[src/rtl/logic_sweep_pkg.sv]
// Shared definitions for the logic-unit sweep sequencer: state encoding
// and settle-counter sizing.
package logic_sweep_pkg;

  typedef enum logic [1:0] {
    ST_IDLE   = 2'd0,
    ST_DRIVE  = 2'd1,
    ST_SAMPLE = 2'd2,
    ST_DONE   = 2'd3
  } state_t;

  localparam int SETTLE_W = 4;

endpackage

[src/rtl/logic_sweep_golden.sv]
// Golden model of the logic unit; swap this module when the unit's function changes.
module logic_sweep_golden #(
  parameter int N_IN = 4
) (
  input  logic [N_IN-1:0] vec,
  output logic            exp_or,
  output logic            exp_and
);

  assign exp_or  = |vec;
  assign exp_and = &vec;

endmodule

[src/rtl/logic_sweep_ctrl.sv]
// Sweeps every input vector through the AND/OR unit, captures both outputs
// into truth tables and counts mismatches against the golden function.
module logic_sweep_ctrl
  import logic_sweep_pkg::*;
#(
  parameter int N_IN   = 4,
  parameter int SETTLE = 1
) (
  input  logic                 clk,
  input  logic                 rst_n,
  input  logic                 iStart,
  input  logic                 iAbort,
  input  logic                 iOR_res,
  input  logic                 iAND_res,
  output logic [N_IN-1:0]      oVec,
  output logic                 oBusy,
  output logic                 oDone,
  output logic [2**N_IN-1:0]   oTT_OR,
  output logic [2**N_IN-1:0]   oTT_AND,
  output logic [N_IN:0]        oErrCnt
);

  localparam logic [N_IN-1:0]     VEC_LAST   = {N_IN{1'b1}};
  localparam logic [N_IN:0]       ERR_MAX    = {(N_IN+1){1'b1}};
  localparam logic [SETTLE_W-1:0] SETTLE_LIM = SETTLE_W'(SETTLE);

  state_t              state;
  logic [SETTLE_W-1:0] settle_cnt;
  logic                exp_or;
  logic                exp_and;
  logic [1:0]          miss;
  logic [N_IN+1:0]     err_sum;
  logic [N_IN:0]       err_next;

  logic_sweep_golden #(.N_IN(N_IN)) u_golden (
    .vec     (oVec),
    .exp_or  (exp_or),
    .exp_and (exp_and)
  );

  // Mismatch count for the vector being sampled, with saturating accumulate.
  always_comb begin
    miss    = {1'b0, (iOR_res != exp_or)} + {1'b0, (iAND_res != exp_and)};
    err_sum = {1'b0, oErrCnt} + {{N_IN{1'b0}}, miss};
    if (err_sum > {1'b0, ERR_MAX}) begin
      err_next = ERR_MAX;
    end else begin
      err_next = err_sum[N_IN:0];
    end
  end

  // Sweep FSM with registered vector, status, tables and error count.
  always_ff @(posedge clk or negedge rst_n) begin
    if (!rst_n) begin
      state      <= ST_IDLE;
      settle_cnt <= '0;
      oVec       <= '0;
      oBusy      <= 1'b0;
      oDone      <= 1'b0;
      oTT_OR     <= '0;
      oTT_AND    <= '0;
      oErrCnt    <= '0;
    end else begin
      case (state)
        ST_IDLE, ST_DONE: begin
          // Abort has priority over start, so a simultaneous pair is a no-op.
          if (iStart && !iAbort) begin
            state      <= ST_DRIVE;
            settle_cnt <= '0;
            oVec       <= '0;
            oBusy      <= 1'b1;
            oDone      <= 1'b0;
            oTT_OR     <= '0;
            oTT_AND    <= '0;
            oErrCnt    <= '0;
          end
        end
        ST_DRIVE: begin
          if (iAbort) begin
            state      <= ST_IDLE;
            settle_cnt <= '0;
            oVec       <= '0;
            oBusy      <= 1'b0;
            oDone      <= 1'b0;
          end else begin
            settle_cnt <= settle_cnt + 4'd1;
            if (settle_cnt == SETTLE_LIM - 4'd1) begin
              state <= ST_SAMPLE;
            end
          end
        end
        ST_SAMPLE: begin
          if (iAbort) begin
            state      <= ST_IDLE;
            settle_cnt <= '0;
            oVec       <= '0;
            oBusy      <= 1'b0;
            oDone      <= 1'b0;
          end else begin
            oTT_OR[oVec]  <= iOR_res;
            oTT_AND[oVec] <= iAND_res;
            oErrCnt       <= err_next;
            settle_cnt    <= '0;
            if (oVec == VEC_LAST) begin
              state <= ST_DONE;
              oBusy <= 1'b0;
              oDone <= 1'b1;
            end else begin
              state <= ST_DRIVE;
              oVec  <= oVec + 1'b1;
            end
          end
        end
        default: begin
          state <= ST_IDLE;
        end
      endcase
    end
  end

endmodule

[config.mk]
export PLATFORM = sky130hd
export DESIGN_NAME = logic_sweep_ctrl
export DESIGN_NICKNAME = d
export VERILOG_FILES = /design/src/rtl/logic_sweep_pkg.sv /design/src/rtl/logic_sweep_golden.sv /design/src/rtl/logic_sweep_ctrl.sv
export SDC_FILE = /design/constraint.sdc
export NUM_CORES = 1
export LEC_CHECK = 0
export ABC_CLOCK_PERIOD_IN_PS = 3100
export CORE_MARGIN = 2
export CORE_UTILIZATION = 50
export DETAILED_ROUTE_END_ITERATION = 12
export PLACE_DENSITY = 0.78
export SETUP_SLACK_MARGIN = 0.4
export SYNTH_ARGS = -nofsm -noshare
export SYNTH_HDL_FRONTEND = slang
export SYNTH_HIERARCHICAL = 1
export SYNTH_SLANG_ARGS = --single-unit
export TNS_END_PERCENT = 5
[constraint.sdc]
create_clock -name clk -period 3.1 [get_ports clk]
set_input_delay 0.775 -clock clk [delete_from_list [all_inputs] [get_ports clk]]
set_output_delay 0.775 -clock clk [all_outputs]
set_load 0.05 [all_outputs]
==> results of run 1 <==
-- state kept, by name, indices dropped and copies added (netlist names) --
register,flops
state,2
oTT_OR,16
oTT_AND,16
oBusy,1
settle_cnt,4
oVec,4
oDone,1
oErrCnt,5
-- per-layer routing --
| layer | vias up | track usage [%] |
|---|---|---|
| li1 | 962 | - |
| met1 | 938 | 27.6 |
| met2 | 45 | 32.0 |
| met3 | 7 | 4.47 |
| met4 | 0 | 6.26 |
| met5 | - | 0 |
-- layout by cell type, fill, tap and decap left out, types with 2 or more instances in the layout --
cell | Yosys | routed
sky130_fd_sc_hd__dfrtp_1 | 49 | 49
sky130_fd_sc_hd__clkdlybuf4s50_1 | 0 | 47
sky130_fd_sc_hd__inv_1 | 43 | 43
sky130_fd_sc_hd__o22ai_1 | 32 | 32
sky130_fd_sc_hd__a21oi_1 | 21 | 21
sky130_fd_sc_hd__nand2_1 | 21 | 21
sky130_fd_sc_hd__o21ai_0 | 12 | 12
sky130_fd_sc_hd__nand3_1 | 9 | 9
sky130_fd_sc_hd__ha_1 | 9 | 9
sky130_fd_sc_hd__nor2_1 | 8 | 8
sky130_fd_sc_hd__a21oi_2 | 6 | 6
sky130_fd_sc_hd__clkbuf_8 | 0 | 6
sky130_fd_sc_hd__a41oi_1 | 3 | 3
sky130_fd_sc_hd__nor2b_1 | 3 | 3
sky130_fd_sc_hd__and3_1 | 3 | 3
sky130_fd_sc_hd__buf_4 | 2 | 3
sky130_fd_sc_hd__xor2_1 | 2 | 2
sky130_fd_sc_hd__a21boi_0 | 2 | 2
sky130_fd_sc_hd__nand2b_4 | 2 | 2
sky130_fd_sc_hd__xnor2_1 | 2 | 2
sky130_fd_sc_hd__nand2_2 | 2 | 2
-- layout make-up --
cell class | instances | area share [%]
sequential | 49 | 40.4
multi-input combinational | 151 | 32.2
inverter | 43 | 5.32
timing repair buffer | 51 | 16.4
clock buffer | 7 | 2.85
tap | 67 | 2.76
-- power breakdown --
group | total, mW | internal (mW) | switching [mW]
logic | 0.768 | 0.267 | 0.501
registers | 0.751 | 0.701 | 0.0500
clock network | 0.371 | 0.177 | 0.193
-- cell families (layout without fill, tap and decap cells) --
| group | count (synthesis) | after routing |
|---|---|---|
| AOI/OAI and AO/OA | 81 | 81 |
| xor gates and xnor gates | 4 | 4 |
| adders and majority gates | 10 | 10 |
| buffers and inverters | 54 | 101 |
| DFF | 49 | 49 |
| muxes | 2 | 2 |
| and+or+nand+nor | 54 | 54 |
-- metrics by stage --
| stage | hold WS (ns) | power [mW] | utilization [%] |
|---|---|---|---|
| 6_report | 0.464 | 1.89 | 64.2 |
| 5_1_grt | 0.496 | 2.01 | 64.2 |
| 4_1_cts | 0.475 | 1.90 | 64.2 |
| 3_5_place_dp | 0.500 | 1.53 | 62.4 |
| 3_3_place_gp | 0.498 | 1.51 | 62.4 |
| 2_1_floorplan | 0.479 | 1.36 | - |
-- path summary, 6_finish.rpt --
check / cells after the start / start / endpoint / slack [ns]
min in group clk: 1 / oBusy / oBusy / 0.52
worst max-delay path: 1 / oVec[2] / oVec[2] / 0.49
max in group asynchronous: 2 / rst_n / oTT_OR[6] / 1.89
worst min-delay path: 1 / rst_n / oTT_AND[5] / 0.46
worst max register to register: 8 / oVec[3] / oErrCnt[4] / 0.63
worst min register to register: 1 / oBusy / oBusy / 0.52
==> qor.csv, run 1 <==
metric,value,unit
Fill cells,397,
clock-pin slew of the registers on the worst-case setup and hold paths,0.09,ns
kind of cell with the highest combined delay on the critical path,buffers and inverters,
compound-cell area share of the yosys netlist,20.8,%
CTS tree,built,
Max Root-Sink Buffers,2,
Finish-stage setup viols,0,
half-perimeter wire length of the detailed placement result,3560,um
highest metal layer with signal wires,met4,
WL per Instance,13.9,um
critical path's largest stage delay,0.90,ns
data arrival at the endpoint of the critical path,1.83,ns
post-synthesis cell count,254,
# placed instances,361,
routed length on met2,2450,um
crit share post-route,84.1,%
kind of end point of the critical path,output pin,
element type at the critical path start,flop,
mapped cell area,0.00245,mm2
Clock Root Buffer,sky130_fd_sc_hd__clkbuf_8,
CP Data Required Time,2.32,ns
max-capacitance violation count,0,
maximum VDD drop,0.000418,V
overall die height,74.0,um
"FF+latch count, synth",49,
Overall Global Routing Usage,20.1,%
remaining routing DRC violations,0,
sequential cell area,0.00123,mm2
number of nets produced by synthesis,270,
slew at the pin with the worst max-slew slack,0.567,ns
met3 routed WL,215,um
width of the die,74.0,um
starting utilization of the core area,51.8,%
antenna violations before repair,0,
number of setup buffers added after CTS,0,
number of hold buffers added after cts,0,
post-CTS resize count,0,
filler-free cell count of the finished design,368,
P_leak,1.29,nW
ratio of cells with drive above 1 in the final layout,8.31,%
Initial DRC Count,131,
Sinks on Clock Net,49,
top-count cell post-synth,sky130_fd_sc_hd__dfrtp_1,
adder and majority cell fraction of the synthesized area,5.42,%
placement-stage cell area,0.00295,mm2
count of pins over their slew limit,0,
skew final,0.0105,ns
Layout Cell Area excl Fill,0.00303,mm2
GRT Residual Overflow,0,
shortest period the worst path allows,2.61,ns
pre-CTS setup slack,0.508,ns
io pins,49,
met1 WL,2370,um
wire length of the first global-routing pass,8370,um
library cell with the largest summed area after synthesis,sky130_fd_sc_hd__dfrtp_1,
number of flops mapped to enable cells by yosys,0,
footprint of the multi-input gates,978,um2
"Max stage delay cell, worst path",sky130_fd_sc_hd__clkdlybuf4s50_1,
Highest Clock Rate,384,MHz
final antenna-violating net count,0,
largest family of logic cells by synthesized area,compound AO/OA/AOI/OAI gates,
# nets final,317,
Post-Route Setup TNS,0,ns
clock network latency to the later pin of the worst-skew pair,0.30,ns
first-pass detailed-route iteration total,4,
dominant synthesized flop cell,sky130_fd_sc_hd__dfrtp_1,
via count of the first global-routing pass,1748,
growth of design area from synthesis to finish,23.9,%
Die Area,0.00547,mm2
number of rows created at floorplan,25,
proportion of register bits with asynchronous set or reset after synthesis,100,%
routability congestion estimate from global placement,0.765,
Critical path buffers and inverters,1,
"Cell Chain, Critical Path",clkdlybuf4s50_1,
area of the core,0.00472,mm2
areal power density over the cells,623,mW/mm2
portion of synthesized cell area occupied by the leading cell type,50.1,%
worst slew slack as a fraction of its limit,62.2,%
"post-synthesis share of cell area spent on and, or, nand and nor gates",11.4,%
CP Class,flop to output pin,
leading cell types by total area after synthesis,"sky130_fd_sc_hd__dfrtp_1, sky130_fd_sc_hd__o22ai_1, sky130_fd_sc_hd__inv_1",
xor and xnor fraction of the mapped netlist area,1.43,%
Syn. warnings,6,
CTS buffer count,5,
result of the run,"finished, final reports clean",
DR vias/cell,5.30,
H-Tree Level Count,2,
count of inserted antenna diode cells,0,
maximum number of pins on one net before global-route repair,26,
Final Hold Fails,0,
vias after detailed routing,1952,
Routed WL,5110,um
unrepaired setup endpoints after global routing,false,
IO Port Bufs,48,
post-synthesis area per instance,9.64,um2
Worst Hold Class,primary input to async pin,
mux share of post-synthesis cell area,0.869,%
top post-synthesis cells by count,"sky130_fd_sc_hd__dfrtp_1, sky130_fd_sc_hd__inv_1, sky130_fd_sc_hd__o22ai_1",
Critical Path Fanout Max,16,
post-synth cell types,36,
"Worst Setup Slack, final",0.493,ns
sequential element share of the synthesized area,50.1,%
Note: power is estimated with default switching activity, not from simulation.
==> run 2, diff against run 1 <==
--- a/config.mk
+++ b/config.mk
@@ -5,11 +5,11 @@
 export SDC_FILE = /design/constraint.sdc
 export NUM_CORES = 1
 export LEC_CHECK = 0
-export ABC_CLOCK_PERIOD_IN_PS = 3100
+export ABC_CLOCK_PERIOD_IN_PS = 2300
 export CORE_MARGIN = 2
-export CORE_UTILIZATION = 50
+export CORE_UTILIZATION = 46
 export DETAILED_ROUTE_END_ITERATION = 12
-export PLACE_DENSITY = 0.78
+export PLACE_DENSITY = 0.75
 export SETUP_SLACK_MARGIN = 0.4
 export SYNTH_ARGS = -nofsm -noshare
 export SYNTH_HDL_FRONTEND = slang
==> constraint.sdc (replaced) <==
create_clock -name clk -period 2.3 [get_ports clk]
set_input_delay 0.575 -clock clk [delete_from_list [all_inputs] [get_ports clk]]
set_output_delay 0.575 -clock clk [all_outputs]
set_load 0.05 [all_outputs]
==> run 2 against run 1 <==
  * Utilization decreased by 3.3 points
  * Die area increased by 8.2%
  * Via count increased by 1.2%
==> qor.csv, run 2 (synthesis gave the netlist of run 1 again) <==
metric,value,unit,change
CTS tree,built,,unchanged
worst slew slack as a fraction of its limit,62.6,%,was 62.2%
clock power share,19.0,%,was 19.6%
crit share post-route,93.2,%,
WL per Instance,14.1,um,was 13.9 um
result of the run,"finished, final reports clean",,unchanged
CP Class,flop to flop,,was flop to output pin
"Worst Setup Slack, final",0.155,ns,was 0.493 ns
power share of the sequential group,39.8,%,was 39.7%
Routed WL,5330,um,was 5110 um
net switching power of the design,1.01,mW,was 745 uW
clock network latency to the later pin of the worst-skew pair,0.29,ns,was 0.30 ns
number of setup buffers added after CTS,0,,unchanged
areal power density over the cells,816,mW/mm2,was 623 mW/mm2
overall die height,77.0,um,was 74.0 um
Highest Clock Rate,466,MHz,
Worst R2R Path Depth,8,,unchanged
count of pins over their slew limit,0,,unchanged
final antenna-violating net count,0,,unchanged
half-perimeter wire length of the detailed placement result,3880,um,was 3560 um
first-pass detailed-route iteration total,4,,unchanged
# placed instances,370,,was 361
Post-Route Setup TNS,0,ns,unchanged
highest-count cells in the layout ignoring fill and taps,"sky130_fd_sc_hd__dfrtp_1, sky130_fd_sc_hd__inv_1, sky130_fd_sc_hd__clkdlybuf4s50_1",,"was sky130_fd_sc_hd__dfrtp_1, sky130_fd_sc_hd__clkdlybuf4s50_1, sky130_fd_sc_hd__inv_1"
Fill cells,449,,was 397
remaining routing DRC violations,0,,unchanged
H-Tree Level Count,2,,unchanged
number of hold buffers added after cts,0,,unchanged
IO Port Bufs,48,,unchanged
unrepaired setup endpoints after global routing,true,,was false
switching fraction of total power,39.6,%,was 39.4%
CTS buffer count,5,,unchanged
startpoint of the worst-slack reg-to-reg timing path,oVec[3],,unchanged
antenna violations before repair,0,,unchanged
Sinks on Clock Net,49,,unchanged
most frequent standard cell in the layout excluding fill and tap cells,sky130_fd_sc_hd__dfrtp_1,,unchanged
routability congestion estimate from global placement,0.770,,was 0.765
filler-free cell count of the finished design,378,,was 368
width of the die,77.0,um,was 74.0 um
number of rows created at floorplan,26,,was 25
kind of cell with the highest combined delay on the critical path,simple AND/OR/NAND/NOR gates,,was buffers and inverters
count of inserted antenna diode cells,0,,unchanged
CP Data Required Time,2.48,ns,was 2.32 ns
DR vias/cell,5.23,,was 5.30
slew at the pin with the worst max-slew slack,0.561,ns,was 0.567 ns
Initial DRC Count,137,,was 131
GRT Residual Overflow,0,,unchanged
wire length of the first global-routing pass,8980,um,was 8370 um
largest registers,"oTT_AND (16), oTT_OR (16), oErrCnt (5)",,unchanged
# nets final,323,,was 317
pre-CTS setup slack,0.0135,ns,was 0.508 ns
kind of end point of the critical path,flop,,was output pin
vias after detailed routing,1976,,was 1952
maximum VDD drop,0.000622,V,was 0.000418 V
proportion of power drawn by combinational gates,41.2,%,was 40.6%
post-route total power,2.54,mW,was 1.89 mW
maximum number of pins on one net before global-route repair,26,,unchanged
data arrival at the endpoint of the critical path,2.32,ns,was 1.83 ns
sequential cell area,0.00123,mm2,about the same
"Max stage delay cell, worst path",sky130_fd_sc_hd__or4_4,,was sky130_fd_sc_hd__clkdlybuf4s50_1
Die Area,0.00592,mm2,was 0.00547 mm2
Finish-stage setup viols,0,,unchanged
Clock Root Buffer,sky130_fd_sc_hd__clkbuf_8,,unchanged
r2r setup slk,0.16,ns,was 0.63 ns
cell type with the highest occurrence count on the critical path,sky130_fd_sc_hd__o21ai_0,,
element type at the critical path start,flop,,unchanged
Max Root-Sink Buffers,2,,unchanged
"Cell Chain, Critical Path",or4_4 > xor2_1 > fa_2 > ha_4 > inv_1 > nor2_1 > o21ai_0 > o21ai_0,,was clkdlybuf4s50_1
cell-internal power,1.53,mW,was 1.14 mW
max-capacitance violation count,0,,unchanged
worst flop-to-flop path endpoint,oErrCnt[2],,was oErrCnt[4]
Final Hold Fails,0,,unchanged
placement-stage cell area,0.00303,mm2,was 0.00295 mm2
ratio of cells with drive above 1 in the final layout,13.0,%,was 8.31%
starting utilization of the core area,47.9,%,was 51.8%
Critical Path Fanout Max,4,,was 16
shortest period the worst path allows,2.14,ns,
footprint of the multi-input gates,0.00101,mm2,was 978 um2
io pins,49,,unchanged
Overall Global Routing Usage,18.9,%,was 20.1%
Layout Cell Area excl Fill,0.00311,mm2,was 0.00303 mm2
skew final,0.00336,ns,was 0.0105 ns
Critical path buffers and inverters,1,,unchanged
critical path's largest stage delay,0.54,ns,was 0.90 ns
growth of design area from synthesis to finish,27.1,%,was 23.9%
clock-pin slew of the registers on the worst-case setup and hold paths,0.08,ns,was 0.09 ns
area of the core,0.00511,mm2,was 0.00472 mm2
final core utilization,60.9,%,was 64.2%
Worst Hold Class,primary input to async pin,,unchanged
worst hold slack after final layout,0.260,ns,was 0.464 ns
via count of the first global-routing pass,1984,,was 1748
P_leak,1.36,nW,was 1.29 nW
==> run 2: cell types whose count changed in the layout (fill, tap and decap cells not counted), moves of 2 or more <==
cell                              before  now
sky130_fd_sc_hd__buf_4                 3   10
sky130_fd_sc_hd__clkbuf_1              1    3
sky130_fd_sc_hd__clkdlybuf4s50_1      47   40
sky130_fd_sc_hd__dfrtp_1              49   46
sky130_fd_sc_hd__dfrtp_2               0    3
sky130_fd_sc_hd__dlygate4sd2_1         0    3
sky130_fd_sc_hd__dlymetal6s2s_1        0    2
==> run 2: layout make-up <==
| class | instances | area share (%) |
|---|---|---|
| Inverter | 43 | 5.19 |
| Tap cell | 70 | 2.81 |
| Sequential cell | 49 | 39.5 |
| Clock buffer | 8 | 2.57 |
| Timing Repair Buffer | 57 | 17.4 |
| Multi-Input combinational cell | 151 | 32.5 |
==> run 2: how the worst max path moves through the flow <==
stage	slack, ns	start	endpoint	cells after the start
after floorplan	0.07	oVec[0]	oErrCnt[4]	7
after global placement	0.05	iAND_res	oErrCnt[4]	8
after detailed placement	0.01	iAND_res	oErrCnt[4]	8
after CTS	0.13	oVec[3]	oErrCnt[4]	8
after global routing	0.08	oVec[3]	oErrCnt[2]	8
final	0.16	oVec[3]	oErrCnt[2]	8
==> run 2: power groups by stage <==
stage               Sequential (mW)  Clock (mW)  Combinational, mW
floorplan                      1.21           0              0.634
global placement               1.03           0               1.03
detailed placement             1.03           0               1.05
CTS                            1.01       0.491               1.05
global route                   1.03       0.528               1.15
finish                         1.01       0.483               1.05
==> run 2: per-layer routing <==
layer / track usage (%) / wire (um) / vias up
met3: 3.06 / 198 / 7
met1: 23.5 / 2410 / 944
li1: - / - / 977
met4: 7.27 / 69 / 0
met2: 32.8 / 2650 / 48
met5: 0 / 0 / -
==> run 2: repair_timing <==
item,in CTS,in global routing
endpoints found under the setup margin,47,83
resized for setup,5,3
pin swaps,0,0
cloned,0,0
==> run 2: worst register-to-register path: stages (launching register included) <==
cell,delay (ns)
sky130_fd_sc_hd__dfrtp_2,0.40
sky130_fd_sc_hd__or4_4,0.54
sky130_fd_sc_hd__xor2_1,0.17
sky130_fd_sc_hd__fa_2,0.39
sky130_fd_sc_hd__ha_4,0.17
sky130_fd_sc_hd__inv_1,0.07
sky130_fd_sc_hd__nor2_1,0.04
sky130_fd_sc_hd__o21ai_0,0.14
sky130_fd_sc_hd__o21ai_0,0.10
==> run 3, diff against run 2 <==
--- a/config.mk
+++ b/config.mk
@@ -5,14 +5,13 @@
 export SDC_FILE = /design/constraint.sdc
 export NUM_CORES = 1
 export LEC_CHECK = 0
-export ABC_CLOCK_PERIOD_IN_PS = 2300
+export ABC_CLOCK_PERIOD_IN_PS = 1880
 export CORE_MARGIN = 2
-export CORE_UTILIZATION = 46
+export CORE_UTILIZATION = 47
 export DETAILED_ROUTE_END_ITERATION = 12
-export PLACE_DENSITY = 0.75
+export PLACE_DENSITY = 0.76
 export SETUP_SLACK_MARGIN = 0.4
 export SYNTH_ARGS = -nofsm -noshare
 export SYNTH_HDL_FRONTEND = slang
-export SYNTH_HIERARCHICAL = 1
 export SYNTH_SLANG_ARGS = --single-unit
 export TNS_END_PERCENT = 5
==> constraint.sdc (replaced) <==
create_clock -name clk -period 1.88 [get_ports clk]
set_input_delay 0.47 -clock clk [delete_from_list [all_inputs] [get_ports clk]]
set_output_delay 0.47 -clock clk [all_outputs]
set_load 0.05 [all_outputs]
==> run 3 against run 2 <==
  * The run now ends with setup timing left
  * Wire length up 30%
  * Global-route usage up 3.1 points
  * Design area grew 23%
  * Critical path depth grew 3
  * Largest cell class is now multi-input combinational cells
  * Power grew 68%
  * Clock skew is 0.0045 ns higher
  * Critical endpoint is now oErrCnt[4]
==> qor.csv, run 3 <==
metric,value,unit,change
GRT Residual Overflow,0,,unchanged
area of the core,0.00551,mm2,was 0.00511 mm2
worst slew slack as a fraction of its limit,71.3,%,was 62.6%
CP Data Required Time,2.12,ns,was 2.48 ns
kind of end point of the critical path,flop,,unchanged
unrepaired setup endpoints after global routing,true,,unchanged
final antenna-violating net count,0,,unchanged
"post-synthesis share of cell area spent on and, or, nand and nor gates",11.4,%,about the same
Die Area,0.00635,mm2,was 0.00592 mm2
H-Tree Level Count,2,,unchanged
largest registers,"oTT_AND (16), oTT_OR (16), oErrCnt (5)",,unchanged
Critical Path Fanout Max,3,,was 4
slew at the pin with the worst max-slew slack,0.430,ns,was 0.561 ns
# nets final,359,,was 323
mux share of post-synthesis cell area,1.53,%,was 0.869%
leading cell types by total area after synthesis,"sky130_fd_sc_hd__dfrtp_1, sky130_fd_sc_hd__o22ai_1, sky130_fd_sc_hd__a211oi_2",,"was sky130_fd_sc_hd__dfrtp_1, sky130_fd_sc_hd__o22ai_1, sky130_fd_sc_hd__inv_1"
maximum VDD drop,0.000855,V,was 0.000622 V
mapped cell area,0.00269,mm2,was 0.00245 mm2
startpoint of the worst-slack reg-to-reg timing path,oVec[1],,was oVec[3]
sequential element share of the synthesized area,45.6,%,was 50.1%
result of the run,finished with violations,,"was finished, final reports clean"
Setup crit start,oVec[1],,was oVec[3]
final core utilization,69.6,%,was 60.9%
shortest period the worst path allows,2.47,ns,was 2.14 ns
Finish-stage setup viols,5,,was 0
CTS buffer count,5,,unchanged
Routed WL,6930,um,was 5330 um
proportion of register bits with asynchronous set or reset after synthesis,100,%,unchanged
CTS tree,built,,unchanged
clock network latency to the later pin of the worst-skew pair,0.31,ns,was 0.29 ns
violated checks,setup timing,,
io pins,49,,unchanged
Overall Global Routing Usage,22.0,%,was 18.9%
starting utilization of the core area,48.9,%,was 47.9%
Syn. warnings,0,,was 6
capturing instance or port of the critical path,oErrCnt[4],,was oErrCnt[2]
pre-CTS setup slack,-0.631,ns,was 0.0135 ns
count of pins over their slew limit,0,,unchanged
via count of the first global-routing pass,2329,,was 1984
data arrival at the endpoint of the critical path,2.71,ns,was 2.32 ns
areal power density over the cells,1110,mW/mm2,was 816 mW/mm2
adder and majority cell fraction of the synthesized area,5.86,%,was 5.42%
max-capacitance violation count,0,,unchanged
top post-synthesis cells by count,"sky130_fd_sc_hd__dfrtp_1, sky130_fd_sc_hd__inv_1, sky130_fd_sc_hd__o22ai_1",,unchanged
maximum number of pins on one net before global-route repair,22,,was 26
compound-cell area share of the yosys netlist,25.2,%,was 20.8%
worst flop-to-flop path endpoint,oErrCnt[4],,was oErrCnt[2]
number of rows created at floorplan,27,,was 26
routability congestion estimate from global placement,0.859,,was 0.770
Max Root-Sink Buffers,2,,unchanged
largest family of logic cells by synthesized area,compound AO/OA/AOI/OAI gates,,unchanged
Initial DRC Count,185,,was 137
first-pass detailed-route iteration total,4,,unchanged
element type at the critical path start,flop,,unchanged
count of inserted antenna diode cells,0,,unchanged
ratio of cells with drive above 1 in the final layout,46.5,%,was 13.0%
Worst R2R Path Depth,11,,was 8
width of the die,79.7,um,was 77.0 um
most frequent standard cell in the layout excluding fill and tap cells,sky130_fd_sc_hd__buf_4,,was sky130_fd_sc_hd__dfrtp_1
"Max stage delay cell, worst path",sky130_fd_sc_hd__dfrtp_2,,was sky130_fd_sc_hd__or4_4
skew final,0.00784,ns,was 0.00336 ns
number of nets produced by synthesis,279,,was 270
Final Hold Fails,0,,unchanged
portion of synthesized cell area occupied by the leading cell type,45.6,%,was 50.1%
antenna violations before repair,0,,unchanged
CP Class,flop to flop,,unchanged
Sinks on Clock Net,49,,unchanged
wire length of the first global-routing pass,11000,um,was 8980 um
DR vias/cell,5.63,,was 5.23
half-perimeter wire length of the detailed placement result,4600,um,was 3880 um
Clock Root Buffer,sky130_fd_sc_hd__clkbuf_8,,unchanged
library cell with the largest summed area after synthesis,sky130_fd_sc_hd__dfrtp_1,,unchanged
critical path's largest stage delay,0.43,ns,was 0.54 ns
growth of design area from synthesis to finish,42.4,%,was 27.1%
WL per Instance,16.7,um,was 14.1 um
P_leak,1.61,nW,was 1.36 nW
clock-pin slew of the registers on the worst-case setup and hold paths,0.09,ns,was 0.08 ns
number of flops mapped to enable cells by yosys,0,,unchanged
vias after detailed routing,2330,,was 1976
highest-count cells in the layout ignoring fill and taps,"sky130_fd_sc_hd__buf_4, sky130_fd_sc_hd__dfrtp_1, sky130_fd_sc_hd__inv_1",,"was sky130_fd_sc_hd__dfrtp_1, sky130_fd_sc_hd__inv_1, sky130_fd_sc_hd__clkdlybuf4s50_1"
post-synthesis area per instance,10.3,um2,was 9.64 um2
Worst Hold Class,primary input to async pin,,unchanged
number of hold buffers added after cts,0,,unchanged
crit share post-route,131,%,was 93.2%
"Worst Setup Slack, final",-0.588,ns,was 0.155 ns
post-synthesis cell count,261,,was 254
Highest Clock Rate,405,MHz,was 466 MHz
"Cell Chain, Critical Path",inv_2 > ha_4 > or3b_4 > inv_2 > ha_1 > inv_1 > fa_2 > ha_4 > and3_4 > a311o_1 > a21oi_1,,was or4_4 > xor2_1 > fa_2 > ha_4 > inv_1 > nor2_1 > o21ai_0 > o21ai_0
overall die height,79.7,um,was 77.0 um
post-route total power,4.27,mW,was 2.54 mW
post-synth cell types,47,,was 36
xor and xnor fraction of the mapped netlist area,0,%,was 1.43%
r2r setup slk,-0.59,ns,was 0.16 ns
"FF+latch count, synth",49,,unchanged
remaining routing DRC violations,0,,unchanged
IO Port Bufs,48,,unchanged
dominant synthesized flop cell,sky130_fd_sc_hd__dfrtp_1,,unchanged
top-count cell post-synth,sky130_fd_sc_hd__dfrtp_1,,unchanged
[run 3: changes by cell type after synthesis, sizes merged, moves of 4 or more]
cell and change:
a211oi +19, a21oi -24, a22oi +4, buf +8, inv +6, nand2 -19, nand3 +4, nand3b +8
nor2 -7, o21ai -6, or3b +5
[run 3: repair_timing]
| item | in CTS | in global routing |
|---|---|---|
| pin swaps | 8 | 21 |
| buffers inserted | 1 | 4 |
| gates resized for setup | 22 | 36 |
| setup endpoints to repair | 53 | 55 |
[run 3: cell type report]
type	count	area, um2
clock buffer	5	68.8
clock inverter	3	65.1
fill	406	1670
inverter	49	184
multi-input combinational	145	1390
sequential	49	1230
tap	72	90.1
timing repair buffer	91	808
[run 3: how the worst min path moves through the flow]
stage,endpoint,slack [ns],cells past startpoint
2_1_floorplan,oBusy,0.17,0
6_report,oTT_OR[11],0.06,1
5_1_grt,oTT_OR[11],0.07,1
3_5_place_dp,oTT_OR[11],0.39,1
4_1_cts,oTT_AND[3],0.06,1
3_3_place_gp,oTT_AND[11],0.39,1
[run 3: power breakdown]
| group | switching, mW | internal [mW] |
|---|---|---|
| sequential | 0.0911 | 1.15 |
| clock | 0.363 | 0.528 |
| combinational | 1.20 | 0.943 |
[run 3: critical path: cells and delay by family, from the launching register on]
| kind | cells | cell delay, ns |
|---|---|---|
| AOI/OAI and AO/OA | 2 | 0.44 |
| adders and majority gates | 4 | 0.79 |
| DFF | 1 | 0.43 |
| and+or+nand+nor | 2 | 0.55 |
| buffers and inverters | 3 | 0.20 |
[run 3: stage by stage]
stage	area [um2]	setup TNS, ns	hold slack [ns]	cells
after global placement	3430	-3.88	0.388	401
after global routing	3830	-2.75	0.0721	414
after CTS	3640	-2.03	0.0617	410
final	3830	-2.36	0.0582	414
after detailed placement	3430	-4.49	0.395	401
after floorplan	2730	-2.43	0.174	261
[run 3: kinds of logic (layout without fill, tap and decap cells)]
kind of cell,Yosys count,count (layout)
flops,49,49
simple gates,44,44
mux,4,4
fa+ha+maj,12,12
buf+inv,67,148
compound gates,85,85
[run 3: metal layers]
metal,global-route usage [%],vias to the layer above,share of wire [%]
met2,36.9,51,52
met4,8.97,0,1.6
met5,0,-,0
met3,3.05,8,3.7
li1,-,1096,-
met1,28.6,1175,43
